**config.mk**
```make
export PLATFORM = sky130hd
export DESIGN_NAME = shift_seq
export DESIGN_NICKNAME = d
export VERILOG_FILES = /design/src/rtl/shift_seq.sv
export SDC_FILE = /design/constraint.sdc
export NUM_CORES = 1
export LEC_CHECK = 0
export ABC_AREA = 1
export CAP_MARGIN = 20
export CORE_ASPECT_RATIO = 1.25
export CORE_MARGIN = 4
export CORE_UTILIZATION = 55
export DETAILED_ROUTE_END_ITERATION = 10
export MAX_ROUTING_LAYER = met4
export PLACE_DENSITY = 0.82
export SYNTH_ARGS = -nofsm -noshare
export SYNTH_HDL_FRONTEND = slang
export SYNTH_SLANG_ARGS = --single-unit
```
**constraint.sdc**
```tcl
create_clock -name clock -period 3.8 [get_ports clock]
set_clock_uncertainty 0.15 [all_clocks]
set_input_delay 0.38 -clock clock [delete_from_list [all_inputs] [get_ports clock]]
set_output_delay 0.38 -clock clock [all_outputs]
set_load 0.02 [all_outputs]
```
**src/rtl/shift_seq.sv**
```systemverilog
// Sequential 32-bit barrel shifter: sll or sra, applied as five fixed stages
// (16, 8, 4, 2, 1) over five cycles, with valid/ready on both sides.
module shift_seq (
    input  logic        clock,
    input  logic        reset_n,
    input  logic        in_valid,
    output logic        in_ready,
    input  logic [31:0] data_in,
    input  logic [4:0]  shamt,
    input  logic        dir,
    output logic        out_valid,
    input  logic        out_ready,
    output logic [31:0] data_out,
    output logic        ovf,
    output logic        busy
);

    // Handshake: a request moves on a rising edge with in_valid && in_ready;
    // a result is consumed on a rising edge in DONE with out_ready (out_valid is 1 there).
    typedef enum logic [1:0] {
        IDLE  = 2'd0,
        SHIFT = 2'd1,
        DONE  = 2'd2
    } state_t;

    state_t      state;
    logic [31:0] work;
    logic [4:0]  amt_q;
    logic        dir_q;
    logic [2:0]  stage;

    logic [4:0]  step_amt;
    logic        step_en;
    logic [63:0] sll_wide;
    logic [31:0] sra_val;

    always_comb begin
        step_amt = 5'd0;
        step_en  = 1'b0;
        case (stage)
            3'd0: begin step_amt = 5'd16; step_en = amt_q[4]; end
            3'd1: begin step_amt = 5'd8;  step_en = amt_q[3]; end
            3'd2: begin step_amt = 5'd4;  step_en = amt_q[2]; end
            3'd3: begin step_amt = 5'd2;  step_en = amt_q[1]; end
            3'd4: begin step_amt = 5'd1;  step_en = amt_q[0]; end
            default: begin step_amt = 5'd0; step_en = 1'b0; end
        endcase
    end

    // Upper half of the widened shift holds exactly the bits pushed past bit 31.
    assign sll_wide = {32'd0, work} << step_amt;
    assign sra_val  = $signed(work) >>> step_amt;

    assign data_out = work;

    always_ff @(posedge clock or negedge reset_n) begin
        if (!reset_n) begin
            state     <= IDLE;
            work      <= 32'd0;
            amt_q     <= 5'd0;
            dir_q     <= 1'b0;
            stage     <= 3'd0;
            ovf       <= 1'b0;
            in_ready  <= 1'b1;
            out_valid <= 1'b0;
            busy      <= 1'b0;
        end else begin
            case (state)
                IDLE: begin
                    if (in_valid) begin
                        work     <= data_in;
                        amt_q    <= shamt;
                        dir_q    <= dir;
                        ovf      <= 1'b0;
                        stage    <= 3'd0;
                        state    <= SHIFT;
                        in_ready <= 1'b0;
                        busy     <= 1'b1;
                    end
                end
                SHIFT: begin
                    if (step_en) begin
                        if (dir_q) begin
                            work <= sra_val;
                        end else begin
                            work <= sll_wide[31:0];
                            ovf  <= ovf | (|sll_wide[63:32]);
                        end
                    end
                    stage <= stage + 3'd1;
                    if (stage == 3'd4) begin
                        state     <= DONE;
                        out_valid <= 1'b1;
                    end
                end
                DONE: begin
                    if (out_ready) begin
                        state     <= IDLE;
                        out_valid <= 1'b0;
                        in_ready  <= 1'b1;
                        busy      <= 1'b0;
                    end
                end
                default: begin
                    state     <= IDLE;
                    out_valid <= 1'b0;
                    in_ready  <= 1'b1;
                    busy      <= 1'b0;
                end
            endcase
        end
    end

endmodule

```
After elaboration in Yosys (flattened, before gate mapping) --
Index checks and enable logic that the tools add are counted.
Storage, ports and cells: register bits after elaboration 47, input bits 42, logic and storage cells 60, output and inout bits 36
Cells by class: shift-type cells 2, reduce and logical (&&, ||, !) cells 11, equality and inequality tests 11, muxes and demuxes 23, bitwise operators 3, add/subtract/negate cells 1
Operator list (count):
- $mux W32 | 3
- $pmux W32 S2 | 1
- $shl A32 B5 Y64 | 1
- $reduce_or A32 Y1 | 1
- $sshr A32 B5 Y32 | 1
- $pmux W5 S5 | 1
- $reduce_and A3 Y1 | 4
- $ne A2 B2 Y1 const B | 5
- $pmux W1 S3 | 3
- $mux W1 | 7
- $eq A3 B2 Y1 const B | 2
- $mux W2 | 3
- $pmux W2 S3 | 1
- $pmux W3 S2 | 1
- $pmux W1 S5 | 1
- $reduce_and A2 Y1 | 2
- $reduce_and A4 Y1 | 1
- $add A3 B1 Y3 const B | 1
- $eq A3 B1 Y1 const B | 1
- $eq A3 B3 Y1 const B | 1
- $logic_not A3 Y1 | 1
- $mux W3 | 1
- $eq A2 B1 Y1 const B | 1
- $eq A2 B2 Y1 const B | 1
- 5 further kinds | 6

Longest topological paths before layout --
depth in word-level cells 8, depth in mapped cells 19, gate-level depth less buffers 19

Least setup slack after synthesis --
No wires, ideal clock.
path type flip-flop to flip-flop, start point register stage[0], end point register ovf, slack 1436 ps, buffers on the path 2, library setup time 117 ps, cell stages (with the launch flop) 20, arrival 2097 ps, cell sequence dfrtp_1 > inv_1 > ha_1 > nand2_2 > buf_4 > buf_2 > nand2_1 > o21ai_1 > nand3_1 > nand3_1 > nand3_1 > nand2_1 > nor2_1 > nand2_1 > nor2_1 > nand2_1 > nand2_1 > nand3_1 > nand3_1 > nand2_1
Between the ends: cells in the longest elaborated chain, start to end 8
Ends and longest elaborated chain:
- start: declaration | line 30 | logic [2:0] stage;
- start signal: assignment | line 90 | stage <= stage + 3'd1;
- $eq A3 B3 Y1, or another cell as far along | line 40 | case (stage)
- $pmux W5 S5 | line 40
- $shl A32 B5 Y64 | line 51 | assign sll_wide = {32'd0, work} << step_amt;
- $reduce_or A32 Y1 | line 87 | ovf <= ovf | (|sll_wide[63:32]);
- $or A1 B1 Y1 | line 87
- $mux W1 | line 83 | if (dir_q) begin
- $mux W1 | line 82 | if (step_en) begin
- $pmux W1 S2 | line 68 | case (state)
- end signal: assignment | line 87
- end: declaration | line 14 | output logic ovf,
Several ways; a longest one is shown, not always the timed one. The select of a mux whose other input is x is not followed. A chain may end at the register's enable or synchronous reset.

Worst setup path in the final report --
start point register stage[0], end point register work[22] (netlist: data_out[22])
Between the ends: cells in the longest elaborated chain, start to end 6
Ends and longest elaborated chain:
- $eq A3 B3 Y1, or another cell as far along | line 40
- $pmux W5 S5 | line 40
- $shl A32 B5 Y64 or $sshr A32 B5 Y32 (tied branches) | line 51, 52
- $mux W32 | line 83
- $mux W32 | line 82
- $pmux W32 S2 | line 68
- end signal: assignment | line 71 | work <= data_in;
- end signal: assignment | line 84 | work <= sra_val;
- end signal: assignment | line 86 | work <= sll_wide[31:0];
- end: declaration | line 27 | logic [31:0] work;
Several ways; a longest one is shown, not always the timed one. The select of a mux whose other input is x is not followed.

==> results by stage <==
Cells and area:
- For this run, the post-layout net count is about 1100.
- Relative to the synthesized area, the layout overhead comes to 17.3%.
- The share of the core filled with cells is 0.670.
- The count of inserted antenna diode cells is 0.
- In the final layout, the share of cells above drive strength 1 is 0.0462.

STA:
- The number of max-slew violations in the final report came to 0.
- The minimum clock period is approximately 3.1 ns.
- For the final routed database, the setup TNS stands at 0 ns.
- The period utilization is 0.817.
- Setup repair after global routing left no endpoint under its margin.
- Derived from the worst setup path, the maximum achievable clock frequency is about 0.32 GHz.
- The worst relative slew slack is 0.522.
- The setup violation total in the final timing report is 0.
- The count of final hold-check violations was 0.
- The worst path setup slack after routing is around 0.7 ns.
- At the pin with the least slew margin, the transition time is a little over 0.7 ns.

Clocking:
- Hold repair after CTS inserted 0 buffers.
- Clock-pin slew was measured on the worst setup and hold paths at approximately 0.080 ns.
- The root buffer cell is clkbuf_16.
- The clock sink count is 47.
- The H-tree generated during clock tree synthesis spans 2 levels.
- The number of buffers added by the clock tree synthesis step is 5.
- The insertion delay to the later sink of the worst-skew pair is roughly 0.31 ns.
- The clock tree from TritonCTS is built.
- The clock passes through at most 2 buffers.
- The number of resized instances in the post-cts repair step is 0.
- The post-CTS repair timing setup buffer count is 0.

Setup path:
- For the worst setup path, the data required time is 3.83 ns.
- The cell family contributing the most delay on the critical path is buffers and inverters.
- The number of cells on the worst reg-to-reg path is 14.
- The capturing point of the worst reg2reg path is data_out[22].
- The slowest stage of the critical path belongs to the cell dfrtp_1.
- The highest fanout seen on the critical path is 48.
- The startpoint type of the worst setup path is a flop.
- The arrival time of the worst setup path is around 3.1 ns.
- The signal on the critical path passes through inv_1 -> ha_1 -> nand2_2 -> buf_12 -> inv_2 -> nand2_1 -> nand2_1 -> a221oi_1 -> nand2_1 -> a31oi_4 -> inv_2 -> buf_4 -> o22ai_1 -> inv_1.
- Together, buffers and inverters on the worst path number 6.
- The dominant cell type by count on the critical path is nand2_1.
- In this run the register-to-register setup slack is roughly 0.7 ns.
- The critical path is of the flop to flop type.
- The startpoint identified for the worst register-to-register timing path is stage[0].
- On the worst path, the slowest cell contributes a delay of just over 0.4 ns.
- The worst setup path is captured at a flop.

Synthesis:
- Counting every net in the synthesized netlist gives about 1000.
- After synthesis the netlist holds a flip-flop and latch count of between 40 and 50.
- The post-synthesis cell type with the largest combined area is dfrtp_1.
- In the synthesized netlist the dominant register cell turns out to be dfrtp_1.
- The count of yosys warnings during synthesis is 0.
- Yosys attributes the largest share of cell area to dfrtp_1 21%, nand2_1 20%, nand3_1 13%.
- The area of the mapped netlist is about 5500 sq um.
- In the synthesized netlist, the number of instances is ~1000.
- Ranked by instance count, the synthesized netlist is headed by 293 x nand2_1, 148 x nand3_1, 92 x o21ai_1, 81 x inv_1, 74 x nor2_1.
- The average cell area after synthesis is approximately 5.6 sq um.
- The portion of the post-synthesis area used by sequential elements is 0.213.
- The count of distinct cell types in the synthesized netlist is 36.
- The number of enable-type register cells in the synthesized netlist is 0.
- The fraction of registers with async set/reset is 1.00.
- Of the post-synthesis cell area, the dominant cell type holds 0.208.
- The library cell with the highest instance count after synthesis is nand2_1.

Placement:
- Prior to clock tree synthesis, the placed netlist has a worst setup slack of between 0.8 and 0.9 ns.
- At the end of routability-driven placement, the weighted congestion stood at 1.06.
- The total half-perimeter wirelength after legalization and detailed placement is between 15000 and 20000 um.
- Port buffering added 77 buffers.

Route:
- The number of nets with antenna violations after routing is 0.
- The count of TritonRoute iterations in the first routing pass is 7.
- In the routed design, unresolved DRC markers number 0.
- The violation count after the first detailed-routing iteration is 1224.
- The average routed wire per standard cell is between 20 and 25 um.
- The total length of routed wires is 23600 um.
- The routed layout has around 7500 vias.
- Using the TritonRoute via totals, the vias-per-cell ratio works out to between 6 and 7.

Floorplanning:
- The die extent in y is between 100 and 150 um.
- The number of top-level design ports is 78.
- The area of the core is about 10000 sq um.
- The floorplan has 40 rows.
- In this run the horizontal extent of the chip is 97.8 um.
- The initial utilization of the core area, before any placement, comes to 0.571.
- The area of the die is 11800 sq um.

Run:
- The reported max-cap violation count is 0.

Global route:
- The number of global-route vias before repair is just under 7000.
- The number of antenna violations at the first check in global routing came to 0.
- After global routing the overflow that remains totals 0.
- The first global-routing pass estimated about 36000 um of wire.
- The overall routing resource usage is 0.399.
- Entering global routing, the biggest net connects 72 pins.

Outcome:
- The flow ran to the end, and the final reports show no timing, DRC or antenna violations.

Min path:
- The worst hold path class is input port to async pin.
layer usage:
metal  GRT usage  share of wire  routed length (um)  up-vias
li1            -              -                   -     3424
met1       0.509           0.37                8810     3393
met2       0.628           0.46               10800      562
met3      0.0652           0.11                2700      128
met4       0.175          0.055                1290        0
met5           -              0                   0        -
flip-flops by register name, summed over array words and instances, names as in the netlist:
register,count
amt_q,5
ovf,1
in_ready,1
dir_q,1
busy,1
state,2
out_valid,1
stage,3
data_out,32
worst register-to-register path: stages, from the launching register on:
cell and delay, ns:
dfrtp_1 0.41, inv_1 0.09, ha_1 0.28, nand2_2 0.12
buf_12 0.21, inv_2 0.15, nand2_1 0.08, nand2_1 0.04
a221oi_1 0.21, nand2_1 0.13, a31oi_4 0.34, inv_2 0.26
buf_4 0.25, o22ai_1 0.18, inv_1 0.07
final cells by class:
cell class | instances | area (sq um)
Clock buffer | 7 | 133
Tap cell | 126 | 158
Multi-Input combinational cell | 794 | 3720
Timing Repair Buffer | 101 | 971
Inverter | 89 | 334
Clock inverter | 1 | 5.00
Fill cell | 986 | 3210
Sequential cell | 47 | 1180
cell families after synthesis:
kind of cell | Yosys count | share of synthesized area
compound gates | 256 | 0.254
buf+inv | 156 | 0.116
simple gates | 528 | 0.397
mux | 5 | 0.00903
fa+ha+maj | 5 | 0.0113
flops | 47 | 0.213
worst max path at each step:
| stage | from | to | slack (ns) | cells past startpoint |
|---|---|---|---|---|
| floorplan | stage[0] | ovf | 1.44 | 19 |
| global placement | stage[0] | data_out[2] | 0.90 | 17 |
| detailed placement | stage[0] | data_out[22] | 0.80 | 14 |
| CTS | stage[0] | data_out[22] | 0.76 | 14 |
| global route | stage[0] | ovf | 0.47 | 19 |
| finish | stage[0] | data_out[22] | 0.70 | 14 |
through the flow:
step	instance area [sq um]	std cells	hold slack, ns
after floorplan	5540	997	-0.0656
after global placement	6360	1157	0.302
after detailed placement	6360	1157	0.310
after CTS	6500	1165	0.0577
after global routing	6500	1165	0.0841
final	6500	1165	0.0385
placed cells by master, fill, tap and decap left out, types with 7 or more instances in the layout:
cell type        instances
a31oi_1                  7
o21ai_1                 92
nor2_1                  73
nand2_1                292
dfrtp_1                 46
inv_1                   81
o22ai_1                  9
inv_2                    8
clkdlybuf4s50_1         76
buf_4                   22
o211ai_1                10
nand3_1                148
o21ai_0                 67
a21oi_1                 50
Power is left out: the tool's default activity adds up to more than one toggle a clock period on the data nets, which glitch-free logic cannot reach.
